$ cat config.mk
export PLATFORM = sky130hd
export DESIGN_NAME = gmii_tx_framer
export DESIGN_NICKNAME = d
export VERILOG_FILES = /design/src/rtl/gmii_tx_framer.sv
export SDC_FILE = /design/constraint.sdc
export NUM_CORES = 1
export LEC_CHECK = 0
export ABC_CLOCK_PERIOD_IN_PS = 3500
export BUFFER_PORTS_ARGS = -buffer_cell sky130_fd_sc_hd__buf_2
export CAP_MARGIN = 20
export CORE_ASPECT_RATIO = 0.9
export CORE_MARGIN = 4
export CORE_UTILIZATION = 40
export DETAILED_ROUTE_END_ITERATION = 10
export PLACE_DENSITY_LB_ADDON = 0.15
export SLEW_MARGIN = 30
export SYNTH_ARGS = -nofsm -noshare
export SYNTH_HDL_FRONTEND = slang
export SYNTH_SLANG_ARGS = --single-unit
$ cat constraint.sdc
create_clock -name clk -period 3.5 [get_ports clk]
set_clock_uncertainty 0.15 [all_clocks]
set_input_delay 0.35 -clock clk [delete_from_list [all_inputs] [get_ports clk]]
set_output_delay 0.35 -clock clk [all_outputs]
set_load 0.01 [all_outputs]
$ cat src/rtl/gmii_tx_framer.sv
// rtl/gmii_tx_framer.sv - GMII transmit framer: preamble/SFD, payload, zero pad, CRC-32 FCS and inter-packet gap
module gmii_tx_framer #(
  parameter int IPG    = 12,
  parameter int MINLEN = 60
) (
  input  logic        clk,
  input  logic        reset,
  input  logic [7:0]  in_data,
  input  logic        in_valid,
  input  logic        in_last,
  output logic        in_ready,
  output logic [7:0]  txd,
  output logic        tx_en,
  output logic        tx_er,
  output logic [31:0] frame_cnt,
  output logic [15:0] underrun_cnt
);

  localparam logic [2:0] S_IDLE     = 3'd0;
  localparam logic [2:0] S_PREAMBLE = 3'd1;
  localparam logic [2:0] S_PAYLOAD  = 3'd2;
  localparam logic [2:0] S_PAD      = 3'd3;
  localparam logic [2:0] S_FCS      = 3'd4;
  localparam logic [2:0] S_GAP      = 3'd5;

  localparam logic [15:0] MIN_BYTES = 16'(MINLEN);
  localparam logic [15:0] GAP_LAST  = 16'(IPG - 1);

  logic [2:0]  state;
  logic [2:0]  pre_cnt;
  logic [15:0] byte_cnt;
  logic [15:0] byte_inc;
  logic [15:0] gap_cnt;
  logic [1:0]  fcs_idx;
  logic [31:0] crc;

  // Reflected CRC-32, one byte per call, LSB of the byte first.
  function automatic logic [31:0] crc32_byte(input logic [31:0] c, input logic [7:0] d);
    logic [31:0] r;
    r = c ^ {24'd0, d};
    for (int i = 0; i < 8; i++)
      r = r[0] ? ((r >> 1) ^ 32'hEDB88320) : (r >> 1);
    return r;
  endfunction

  // The state names the byte loaded at the next edge, so in_ready is already
  // high while the SFD is on the wire and the first payload byte follows it.
  assign in_ready = (state == S_PAYLOAD);
  assign byte_inc = (byte_cnt == 16'hFFFF) ? byte_cnt : byte_cnt + 16'd1;

  always_ff @(posedge clk or negedge reset) begin
    if (!reset) begin
      state        <= S_IDLE;
      pre_cnt      <= 3'd0;
      byte_cnt     <= 16'd0;
      gap_cnt      <= 16'd0;
      fcs_idx      <= 2'd0;
      crc          <= 32'hFFFFFFFF;
      txd          <= 8'h00;
      tx_en        <= 1'b0;
      tx_er        <= 1'b0;
      frame_cnt    <= 32'd0;
      underrun_cnt <= 16'd0;
    end else begin
      tx_er <= 1'b0;
      case (state)
        S_IDLE: begin
          tx_en <= 1'b0;
          txd   <= 8'h00;
          if (in_valid) begin
            state    <= S_PREAMBLE;
            tx_en    <= 1'b1;
            txd      <= 8'h55;
            pre_cnt  <= 3'd1;
            byte_cnt <= 16'd0;
            fcs_idx  <= 2'd0;
            crc      <= 32'hFFFFFFFF;
          end
        end
        S_PREAMBLE: begin
          if (pre_cnt == 3'd7) begin
            txd   <= 8'hD5;
            state <= S_PAYLOAD;
          end else begin
            txd     <= 8'h55;
            pre_cnt <= pre_cnt + 3'd1;
          end
        end
        S_PAYLOAD: begin
          if (in_valid) begin
            txd      <= in_data;
            crc      <= crc32_byte(crc, in_data);
            byte_cnt <= byte_inc;
            if (in_last)
              state <= (byte_inc < MIN_BYTES) ? S_PAD : S_FCS;
          end else begin
            // Source starved mid-frame: poison the frame and skip the FCS.
            tx_er   <= 1'b1;
            txd     <= 8'h00;
            state   <= S_GAP;
            gap_cnt <= 16'd0;
            if (underrun_cnt != 16'hFFFF)
              underrun_cnt <= underrun_cnt + 16'd1;
          end
        end
        S_PAD: begin
          txd      <= 8'h00;
          crc      <= crc32_byte(crc, 8'h00);
          byte_cnt <= byte_inc;
          if (byte_inc >= MIN_BYTES)
            state <= S_FCS;
        end
        S_FCS: begin
          txd     <= ~crc[{fcs_idx, 3'b000} +: 8];
          fcs_idx <= fcs_idx + 2'd1;
          if (fcs_idx == 2'd3) begin
            state     <= S_GAP;
            gap_cnt   <= 16'd0;
            frame_cnt <= frame_cnt + 32'd1;
          end
        end
        S_GAP: begin
          tx_en <= 1'b0;
          txd   <= 8'h00;
          crc   <= 32'hFFFFFFFF;
          if (gap_cnt == GAP_LAST)
            state <= S_IDLE;
          else
            gap_cnt <= gap_cnt + 16'd1;
        end
        default: state <= S_IDLE;
      endcase
    end
  end

endmodule
After elaboration in Yosys (flattened, before gate mapping)
Index checks and enable logic that the tools add are counted.
Cells by class
  add/subtract/negate cells: 6
  order comparisons: 2
  equality and inequality tests: 20
  shift operators: 1
  muxes and demuxes: 48
  bitwise gates (word level): 19
  reduce and logical (&&, ||, !) cells: 17
Operator list (number)
  32-bit two-way mux: 18
  13-bit NOT with 14-bit output: 16
  32-bit one-hot mux with 4 select lines: 1
  16-bit two-way mux: 6
  16-bit one-hot mux with 3 select lines: 2
  16-bit by 1-bit adder with 16-bit output (second input constant): 3
  8-bit one-hot mux with 5 select lines: 1
  32-bit by 1-bit adder with 32-bit output (second input constant): 1
  32-bit by 6-bit indexed part select with 8-bit output: 1
  32-bit by 8-bit bitwise XOR with 32-bit output: 1
  3-bit two-way mux: 9
  2-bit inequality test (second input constant): 9
  3-bit one-hot mux with 6 select lines: 1
  16-bit == test (second input constant): 1
  16-bit by 4-bit == test with 1-bit output (second input constant): 1
  16-bit by 6-bit greater-or-equal comparator with 1-bit output (second input constant): 1
  16-bit by 6-bit < comparator with 1-bit output (second input constant): 1
  8-bit two-way mux: 2
  16-bit inequality test (second input constant): 1
  3-bit AND reduction: 4
  3-bit == test (second input constant): 3
  8-bit NOT: 1
  7-bit two-way mux: 1
  3-bit by 2-bit == test with 1-bit output (second input constant): 2
  other kinds (20): 26
Storage, ports and cells
  flip-flop bits (word level): 130
  input port bits: 12
  output and inout bits: 59
  logic and storage cells: 124

Depth between registers and ports, before layout
Gate-level depths: netlist of run 1.
  word-level depth: 19
  gate-level depth with buffers: 10
  mapped depth without buffers: 7

Worst setup path before layout of run 1
No wires, ideal clock.
  path type: register -> register
  start: register crc[5]
  end: register crc[19]
  library setup time: 0.060 ns
  data arrival time: 2.297 ns
  required time: 3.290 ns
  path slack: 0.993 ns
  cell stages (with the launch flop): 8
  path buffers: 1
  period minus slack after synthesis: 2.507 ns
  cells stage by stage: dfstp_2 > buf_4 > xor2_2 > xnor3_1 > xnor3_1 > xor2_1 > o221ai_1 > o21a_1
On the way
  cells in the longest elaborated chain, start to end: 13
  elaborated cells between the ends (all ways): 23
  classes of those cells: mux: 18; bitwise: 5
RTL lines
  start: declaration: line 35  | logic [31:0] crc;
  start signal: assignment: line 92  | crc <= crc32_byte(crc, in_data);
  start signal: assignment: line 108  | crc <= crc32_byte(crc, 8'h00);
  32-bit by 8-bit bitwise XOR with 32-bit output: line 40  | r = c ^ {24'd0, d};
  32-bit two-way mux (6 in series): line 42  | r = r[0] ? ((r >> 1) ^ 32'hEDB88320) : (r >> 1);
  13-bit NOT with 14-bit output (no line)
  32-bit two-way mux: line 42
  13-bit NOT with 14-bit output (no line)
  32-bit two-way mux: line 42
  32-bit two-way mux: line 90  | if (in_valid) begin
  32-bit one-hot mux with 4 select lines (*): line 66  | case (state)
Every way passes the cells marked *; elsewhere a longest branch is shown, timed or not. The select of a mux whose other input is x is not followed.
A chain may end at the register's enable or synchronous reset.

Worst setup path after layout of run 1
  start: register byte_cnt[0]
  end: register state[1]
On the way
  cells in the longest elaborated chain, start to end: 7
  elaborated cells between the ends (all ways): 11
  classes of those cells: add/sub: 1; order compare: 2; eq/ne: 2; mux: 5; reduce/logical: 1
RTL lines
  start: declaration: line 31  | logic [15:0] byte_cnt;
  start signal: assignment: line 93  | byte_cnt <= byte_inc;
  start signal: assignment: line 109  | byte_cnt <= byte_inc;
  16-bit by 1-bit adder with 16-bit output / 16-bit == test (equally long branches): line 49  | assign byte_inc = (byte_cnt == 16'hFFFF) ? byte_cnt : byte_cnt + 16'd1;
  16-bit two-way mux (*): line 49
  16-bit by 6-bit < comparator with 1-bit output: line 95  | state <= (byte_inc < MIN_BYTES) ? S_PAD : S_FCS;
  3-bit two-way mux: line 95
  3-bit two-way mux: line 94  | if (in_last)
  3-bit two-way mux: line 90
  3-bit one-hot mux with 6 select lines: line 66
  end signal: assignment: line 95
  end: declaration: line 29  | logic [2:0] state;
Marked as above.

==> impl_results.md, run 1 <==
- PwrDens: a little over 1000 mW/mm2
- Final instance area: 0.009500 mm2
- Max-cap violations: 0
- Top-area cell type share of the netlist area: between 20 and 30%
- CP max stage cell: or4_1
- RSZ-0062 raised after global routing: false
- Main area contributors after synthesis: dfrtp_1 (30%), xnor2_1 (13%), dfstp_2 (10%)
- Antenna-violating nets left: 0
- CP required: around 3.7 ns
- Final setup TNS: 0 ns
- DRC viols: 0
- P_sw: about 0.0042 W
- Global-route wire length before repair: approximately 35000 um
- Initial antenna violation count: 0
- Prevailing post-synth register cell: dfrtp_1
- Int Pwr: 0.005642 W
- Status: finished, final reports clean
- Post-Syn Area per Cell: roughly 10 um2
- CP bufs+invs: 0
- HP Class: in2reg
- Yosys warns: 0
- Clock sinks: 130
- Ys async rst share: between 90% and 100%
- Global route overflow: 0
- Die height: around 140 um
- Worst-Margin Slew: just over 0.8 ns
- Port-buffer cells: 70
- Core area: about 0.020 mm2
- Slew HR: between 40% and 50%
- P_leak: around 4.0 nW
- WHS: 0.2004 ns
- Post-CTS setup buffer count: 0
- TritonRoute pass-1 iters: 4
- CTS tree: yes
- Comb pwr share: between 50% and 60%
- Die X: ~160 um
- Largest net degree at the start of global routing: 78
- Syn Nets: 843
- Crit-path max FO: 13
- Ant. Diodes: 0
- Fin crit share: between 80% and 90%
- Clock H-tree levels: 4
- Final max-slew violation count: 0
- Cell Chain, Critical Path: ha_1 -> nand4_1 -> or4_1 -> nand3_1 -> xor2_1 -> nor4b_2 -> a221o_1
- Max Freq: ~0.34 GHz
- Final critical-path required period: approximately 3 ns
- Max incr delay on CP: about 0.8 ns
- DP Area: between 0.008 and 0.009 mm2
- Worst-path clk slew: 0.07 ns
- Drt via density: 5.582
- Worst EP arrival: ~3.2 ns
- Starting Density: 40.89%
- CTS Buffer Depth: 2
- DPL Wire Length: ~15000 um
- Final Hold Fails: 0
- Post-synth EDFFs: 0
- Cells after Synth: 824
- Crit Path Class: reg2reg
- Clock latency on the worst-skew pair: 0.43 ns
- Gp weighted congestion: ~0.9
- Seq cells post-synth: 130
- VDD IR max: between 0.5 and 0.6 mV
- Number of CTS-inserted buffers: 17
- Drt total wl: approximately 22000 um
- Share of cells above drive strength 1: about a fifth
- I/O pin cnt: 71
- Worst setup SP type: register
- # nets final: about 910
- Crit path max-delay family: simple AND/OR/NAND/NOR gates
- Final setup viols: 0
- Sequential share of power: ~26%
- Synth-to-Final Area Change: 15.54%
- Clock root cell: clkbuf_16
- Cell area after synthesis: 0.008223 mm2
- Post_cts resized: 0
- DRT iter0 DRCs: roughly 680
- Unique cell type count in the Yosys netlist: between 70 and 80
- Net Sw Frac: roughly 43%
- Die footprint: approximately 0.023 mm2
- Total global-route track usage: around a fifth
- Total power: slightly below 0.01 W
- Rows: a little under 50
- Seq/Total Area, Yosys: around two fifths
- Part of the power in the clock network: a little under a fifth
- Total number of vias: between 6000 and 7000
- Critical Path End Type: register
- Vias in the first global route: 6121
- WL/cell: between 15 and 20 um
- Final core utilization: 47.24%
- Post-synth top area cell: dfrtp_1
[kinds of logic (layout without fill, tap and decap cells)]
| group | Yosys count | count (layout) | share of synthesized area [%] |
|---|---|---|---|
| AO/OA/AOI/OAI | 161 | 161 | 12.95 |
| XOR/XNOR | 191 | 191 | 22.75 |
| adder cells (fa/ha/maj) | 7 | 7 | 1.065 |
| buffers and inverters | 55 | 137 | 3.256 |
| flip-flops | 130 | 130 | 40.05 |
| multiplexers | 16 | 16 | 3.241 |
| AND/OR/NAND/NOR | 264 | 264 | 16.69 |
[Yosys cell counts (all sizes together) (3+ instances only)]
master / count
a211oi: 3
a21o: 3
a21oi: 32
a221oi: 3
a22oi: 3
a31oi: 10
and2: 5
and3: 11
and4: 11
buf: 17
clkbuf: 25
dfrtp: 98
dfstp: 32
ha: 7
inv: 13
mux2i: 6
mux4: 8
nand2: 59
nand2b: 6
nand3: 32
nand3b: 4
nand4: 23
nor2: 66
nor2b: 3
nor3: 11
nor3b: 3
nor4: 9
nor4b: 3
o21a: 19
o21ai: 41
o221ai: 21
o22a: 3
o22ai: 4
o31ai: 6
or2: 3
or3: 5
or4: 6
xnor2: 130
xor2: 57
[layer usage]
metal / vias to the layer above / part of all wire, % / track usage, %
met5: - / 0 / 0
met4: 0 / 0.94 / 4.110
met3: 21 / 6.1 / 4.702
met2: 192 / 42 / 27.05
met1: 3185 / 51 / 29.94
li1: 3083 / - / -
[path summary, 6_finish.rpt]
kind                                     from             to  slack (ns)  cells past startpoint
worst min register to register  frame_cnt[31]  frame_cnt[31]        0.33                      1
worst max register to register    byte_cnt[0]       state[1]        0.57                      7
worst max-delay path              byte_cnt[0]       state[1]        0.57                      7
max in group asynchronous               reset         crc[9]        2.07                      3
min in group asynchronous               reset         txd[1]        0.37                      2
worst min-delay path               in_data[6]         txd[6]        0.20                      3
[area by class of cell]
type                    instances  area, um2
fillers                      1907      10610
clock buffers                  17      425.4
repair buffers                 92      561.8
multi-input cells             639       4664
flip-flops and latches        130       3293
inverters                      13      48.80
well taps                     255      319.1
clock inverters                15      187.7
[timing repair]
action	CTS	global route
setup endpoints to repair	0	0
endpoints found under the hold margin	46	0
hold buffers	1	0
[worst register-to-register path, stage by stage, from the launching register on]
cell     delay, ns
dfrtp_1       0.43
ha_1          0.31
nand4_1       0.22
or4_1         0.81
nand3_1       0.25
xor2_1        0.15
nor4b_2       0.35
a221o_1       0.21
[per-stage QoR]
stage,setup slack [ns],instances
floorplan,0.9928,824
global placement,0.7326,1128
detailed placement,0.6342,1128
CTS,0.5928,1161
global route,0.3751,1161
finish,0.5653,1161
[flip-flops by register name, indices dropped and copies added, names as in the netlist]
name / flops
crc: 32
state: 3
gap_cnt: 16
frame_cnt: 32
txd: 8
underrun_cnt: 16
tx_en: 1
fcs_idx: 2
tx_er: 1
pre_cnt: 3
byte_cnt: 16
[power by group through the flow]
stage                     Combinational [W]  Sequential [W]  Clock [W]
after floorplan                     0.00442         0.00225          0
after global placement              0.00538         0.00255          0
after detailed placement            0.00532         0.00256          0
after CTS                           0.00537         0.00253    0.00193
after global routing                0.00589         0.00260    0.00200
final                               0.00543         0.00253    0.00189
[layout by cell type (no fill, tap or decap), types with 4 or more instances in the layout]
cell type,netlist,layout
nand2_1,59,59
xnor2_4,4,4
nand3_1,32,32
dfstp_2,32,32
a31oi_1,10,10
o22ai_1,4,4
or4_1,6,6
or3_1,5,5
o221ai_1,21,21
nand3b_1,4,4
o31ai_1,6,6
o21a_1,19,19
clkbuf_16,0,17
ha_1,7,7
xnor2_2,4,4
and4_1,11,11
xor2_1,54,54
nand4_1,23,23
mux4_2,7,7
inv_6,0,7
inv_1,12,12
buf_2,8,69
o21ai_0,40,40
dfrtp_1,98,98
nor4_1,8,8
a21oi_1,32,32
nand2b_1,6,6
nor2_1,66,65
inv_8,0,4
xnor2_1,122,122
mux2i_1,6,6
and3_1,10,10
nor3_1,11,11
buf_4,5,18
and2_1,5,5
No activity file was read; power rests on OpenSTA's default activity.
==> inputs of run 2 (changes only) <==
--- a/config.mk
+++ b/config.mk
@@ -5,7 +5,7 @@
 export SDC_FILE = /design/constraint.sdc
 export NUM_CORES = 1
 export LEC_CHECK = 0
-export ABC_CLOCK_PERIOD_IN_PS = 3500
+export ABC_CLOCK_PERIOD_IN_PS = 2700
 export BUFFER_PORTS_ARGS = -buffer_cell sky130_fd_sc_hd__buf_2
 export CAP_MARGIN = 20
 export CORE_ASPECT_RATIO = 0.9
==> constraint.sdc (replaced) <==
create_clock -name clk -period 2.7 [get_ports clk]
set_clock_uncertainty 0.15 [all_clocks]
set_input_delay 0.27 -clock clk [delete_from_list [all_inputs] [get_ports clk]]
set_output_delay 0.27 -clock clk [all_outputs]
set_load 0.01 [all_outputs]
==> impl_results.md, run 2 (synthesized netlist as in run 1, its figures left out) <==
- DRT iter0 DRCs: 487 (-28%)
- Number of CTS-inserted buffers: 17 (unchanged)
- Total number of vias: 6582 (+1.6%)
- DRC viols: 0 (unchanged)
- Die X: 159.1 um (unchanged)
- Commonest cells after routing, fill and taps aside: xnor2_1 (122), dfrtp_1 (98), buf_2 (69), nor2_1 (65), nand2_1 (59)
- RSZ-0062 raised after global routing: false
- Worst-path clk slew: 0.06 ns (about the same)
- Post-CTS setup buffer count: 0 (unchanged)
- CP required: 2.92 ns (-0.80 ns)
- Ant. Diodes: 0 (unchanged)
- WL/cell: 18.43 um (-0.98%)
- Final critical-path required period: 2.521 ns (-0.4140 ns)
- I/O pin cnt: 71 (unchanged)
- Starting Density: 40.89% (unchanged)
- Drt total wl: 22050 um (+2.0%)
- TritonRoute pass-1 iters: 5 (+1)
- Core area: 0.02011 mm2 (unchanged)
- CTS tree: yes
- Synth-to-Final Area Change: 18.30%
- DP Area: 0.009115 mm2 (+2.7%)
- Cell Chain, Critical Path: xor2_2 -> xnor3_1 -> buf_4 -> xnor2_1 -> xnor2_1 -> o221ai_1 -> o21a_1
- Final instance area: 0.009728 mm2 (+2.4%)
- Final setup TNS: 0 ns (unchanged)
- Die height: 144.0 um (unchanged)
- Port-buffer cells: 70 (unchanged)
- Registers with the most flip-flops: crc (32), frame_cnt (32)
- Post-Route M1 WL: 11300 um (+1.8%)
- Worst hold path depth: 5 (+2)
- Worst EP arrival: 2.74 ns (-0.41 ns)
- Commonest non-fill, non-tap cell in the layout: xnor2_1
- Vias in the first global route: 6387 (+4.3%)
- Slew HR: 47.76% (+2.7 points)
- CTS Buffer Depth: 2 (unchanged)
- Antenna-violating nets left: 0 (unchanged)
- Crit-path max FO: 7 (-6)
- Max-cap violations: 0 (unchanged)
- PwrDens: 1342 mW/mm2 (+29%)
- Clock root cell: clkbuf_16
- Met3 WL: 1431 um (+8.9%)
- Fin crit share: 93.36% (+9.5 points)
- HP Class: in2reg
- Status: finished, final reports clean
- Clock H-tree levels: 4 (unchanged)
- # nets final: 947 (+3.8%)
- Rows: 49 (unchanged)
- Share of cells above drive strength 1: 23.80% (+3.2 points)
- Critical Path End Type: register
- Max incr delay on CP: 0.69 ns (-0.12 ns)
- Gp weighted congestion: 0.8990 (about the same)
- Fill count: 1935 (+1.5%)
- Final max-slew violation count: 0 (unchanged)
- Highest metal used: met4
- VDD IR max: 0.5572 mV (+3.1%)
- Crit path max-delay family: XOR/XNOR gates
- Reg2reg path depth: 7 (unchanged)
- Initial antenna violation count: 0 (unchanged)
- Global route overflow: 0 (unchanged)
- Worst-Margin Slew: 0.7818 ns (-0.03585 ns)
- Total global-route track usage: 19.91% (+0.64 points)
- Post-Layout Cell Count: 1196 (+3.0%)
- Final Hold Fails: 0 (unchanged)
- Placed Cells: 1163 (+3.1%)
- CP max stage cell: dfstp_2
- Metal2 WL: 9128 um (+1.5%)
- DPL Wire Length: 16070 um (+6.1%)
- Largest net degree at the start of global routing: 60 (-23%)
- Die footprint: 0.02292 mm2 (unchanged)
- Global-route wire length before repair: 36240 um (+2.8%)
- Worst setup SP type: register
- Drt via density: 5.503 (-1.4%)
- Final setup viols: 0 (unchanged)
- Max Freq: 0.3967 GHz (+16%)
- CP bufs+invs: 1 (+1)
- CP most frequent cell: xnor2_1
- P_leak: 4.177 nW (+4.0%)
- Worst path depth: 7 (unchanged)
- Clock latency on the worst-skew pair: 0.42 ns (about the same)
- Clock sinks: 130 (unchanged)
- Crit Path Class: reg2reg
## run 2: cell count changes in the layout (fill, tap and decap cells not counted)
cell and delta:
nor4_1 -1, nor4_2 +1, clkinv_8 -1, ha_1 -1, clkinvlp_4 +1, buf_4 +37, nor4b_4 +1, nor4b_2 -1
inv_8 +1, bufinv_16 -1, ha_2 +1, inv_6 -1, clkinv_4 +1, buf_12 -2
## run 2: through the flow
stage	setup WS, ns	power [W]	hold slack [ns]	util (%)
2_1_floorplan	0.1928	0.008657	-0.1756	-
3_3_place_gp	0.1056	0.01064	0.06242	45.33
3_5_place_dp	0.04782	0.01064	0.06615	45.33
4_1_cts	0.03521	0.01306	0.1214	48.29
5_1_grt	0.04193	0.01396	0.1368	48.38
6_report	0.1793	0.01306	0.1376	48.38
## run 2: worst reg2reg max path: stages, from the launching register on
cell and delay (ns):
dfstp_2 0.69, xor2_2 0.20, xnor3_1 0.46, buf_4 0.18
xnor2_1 0.28, xnor2_1 0.14, o221ai_1 0.21, o21a_1 0.16
## run 2: what timing repair did
item,in CTS,in global routing
endpoints found under the setup margin,0,3
hold buffers,1,0
gates resized for setup,0,3
endpoints found under the hold margin,38,0
## run 2: cell type report
cell class | instances | area (um2) | area share, %
Tap cell | 255 | 319.1 | 3.280
Timing Repair Buffer | 127 | 799.5 | 8.219
Multi-Input combinational cell | 639 | 4682 | 48.13
Clock buffer | 17 | 425.4 | 4.373
Sequential cell | 130 | 3293 | 33.85
Clock inverter | 15 | 160.2 | 1.646
Inverter | 13 | 48.80 | 0.5016
## run 2: worst paths after layout
| check | start | end | slack [ns] |
|---|---|---|---|
| max | crc[5] | crc[18] | 0.18 |
| min reg2reg | frame_cnt[31] | frame_cnt[31] | 0.31 |
| min in group asynchronous | reset | txd[3] | 0.17 |
| min | in_data[5] | txd[5] | 0.14 |
| max reg2reg | crc[5] | crc[18] | 0.18 |
| max in group asynchronous | reset | crc[28] | 1.43 |
## run 2: per-layer routing
metal | up-vias | track usage, %
met3 | 19 | 5.500
li1 | 3160 | -
met5 | - | 0
met1 | 3218 | 30.23
met4 | 0 | 3.790
met2 | 185 | 28.63
## run 2: report_power, final
group,internal [W],switching [W],leakage [nW]
Clock,0.00131,0.00102,0.289
Combinational,0.00364,0.00392,2.22
Sequential,0.00257,0.000594,1.67
Total,0.00753,0.00553,4.18
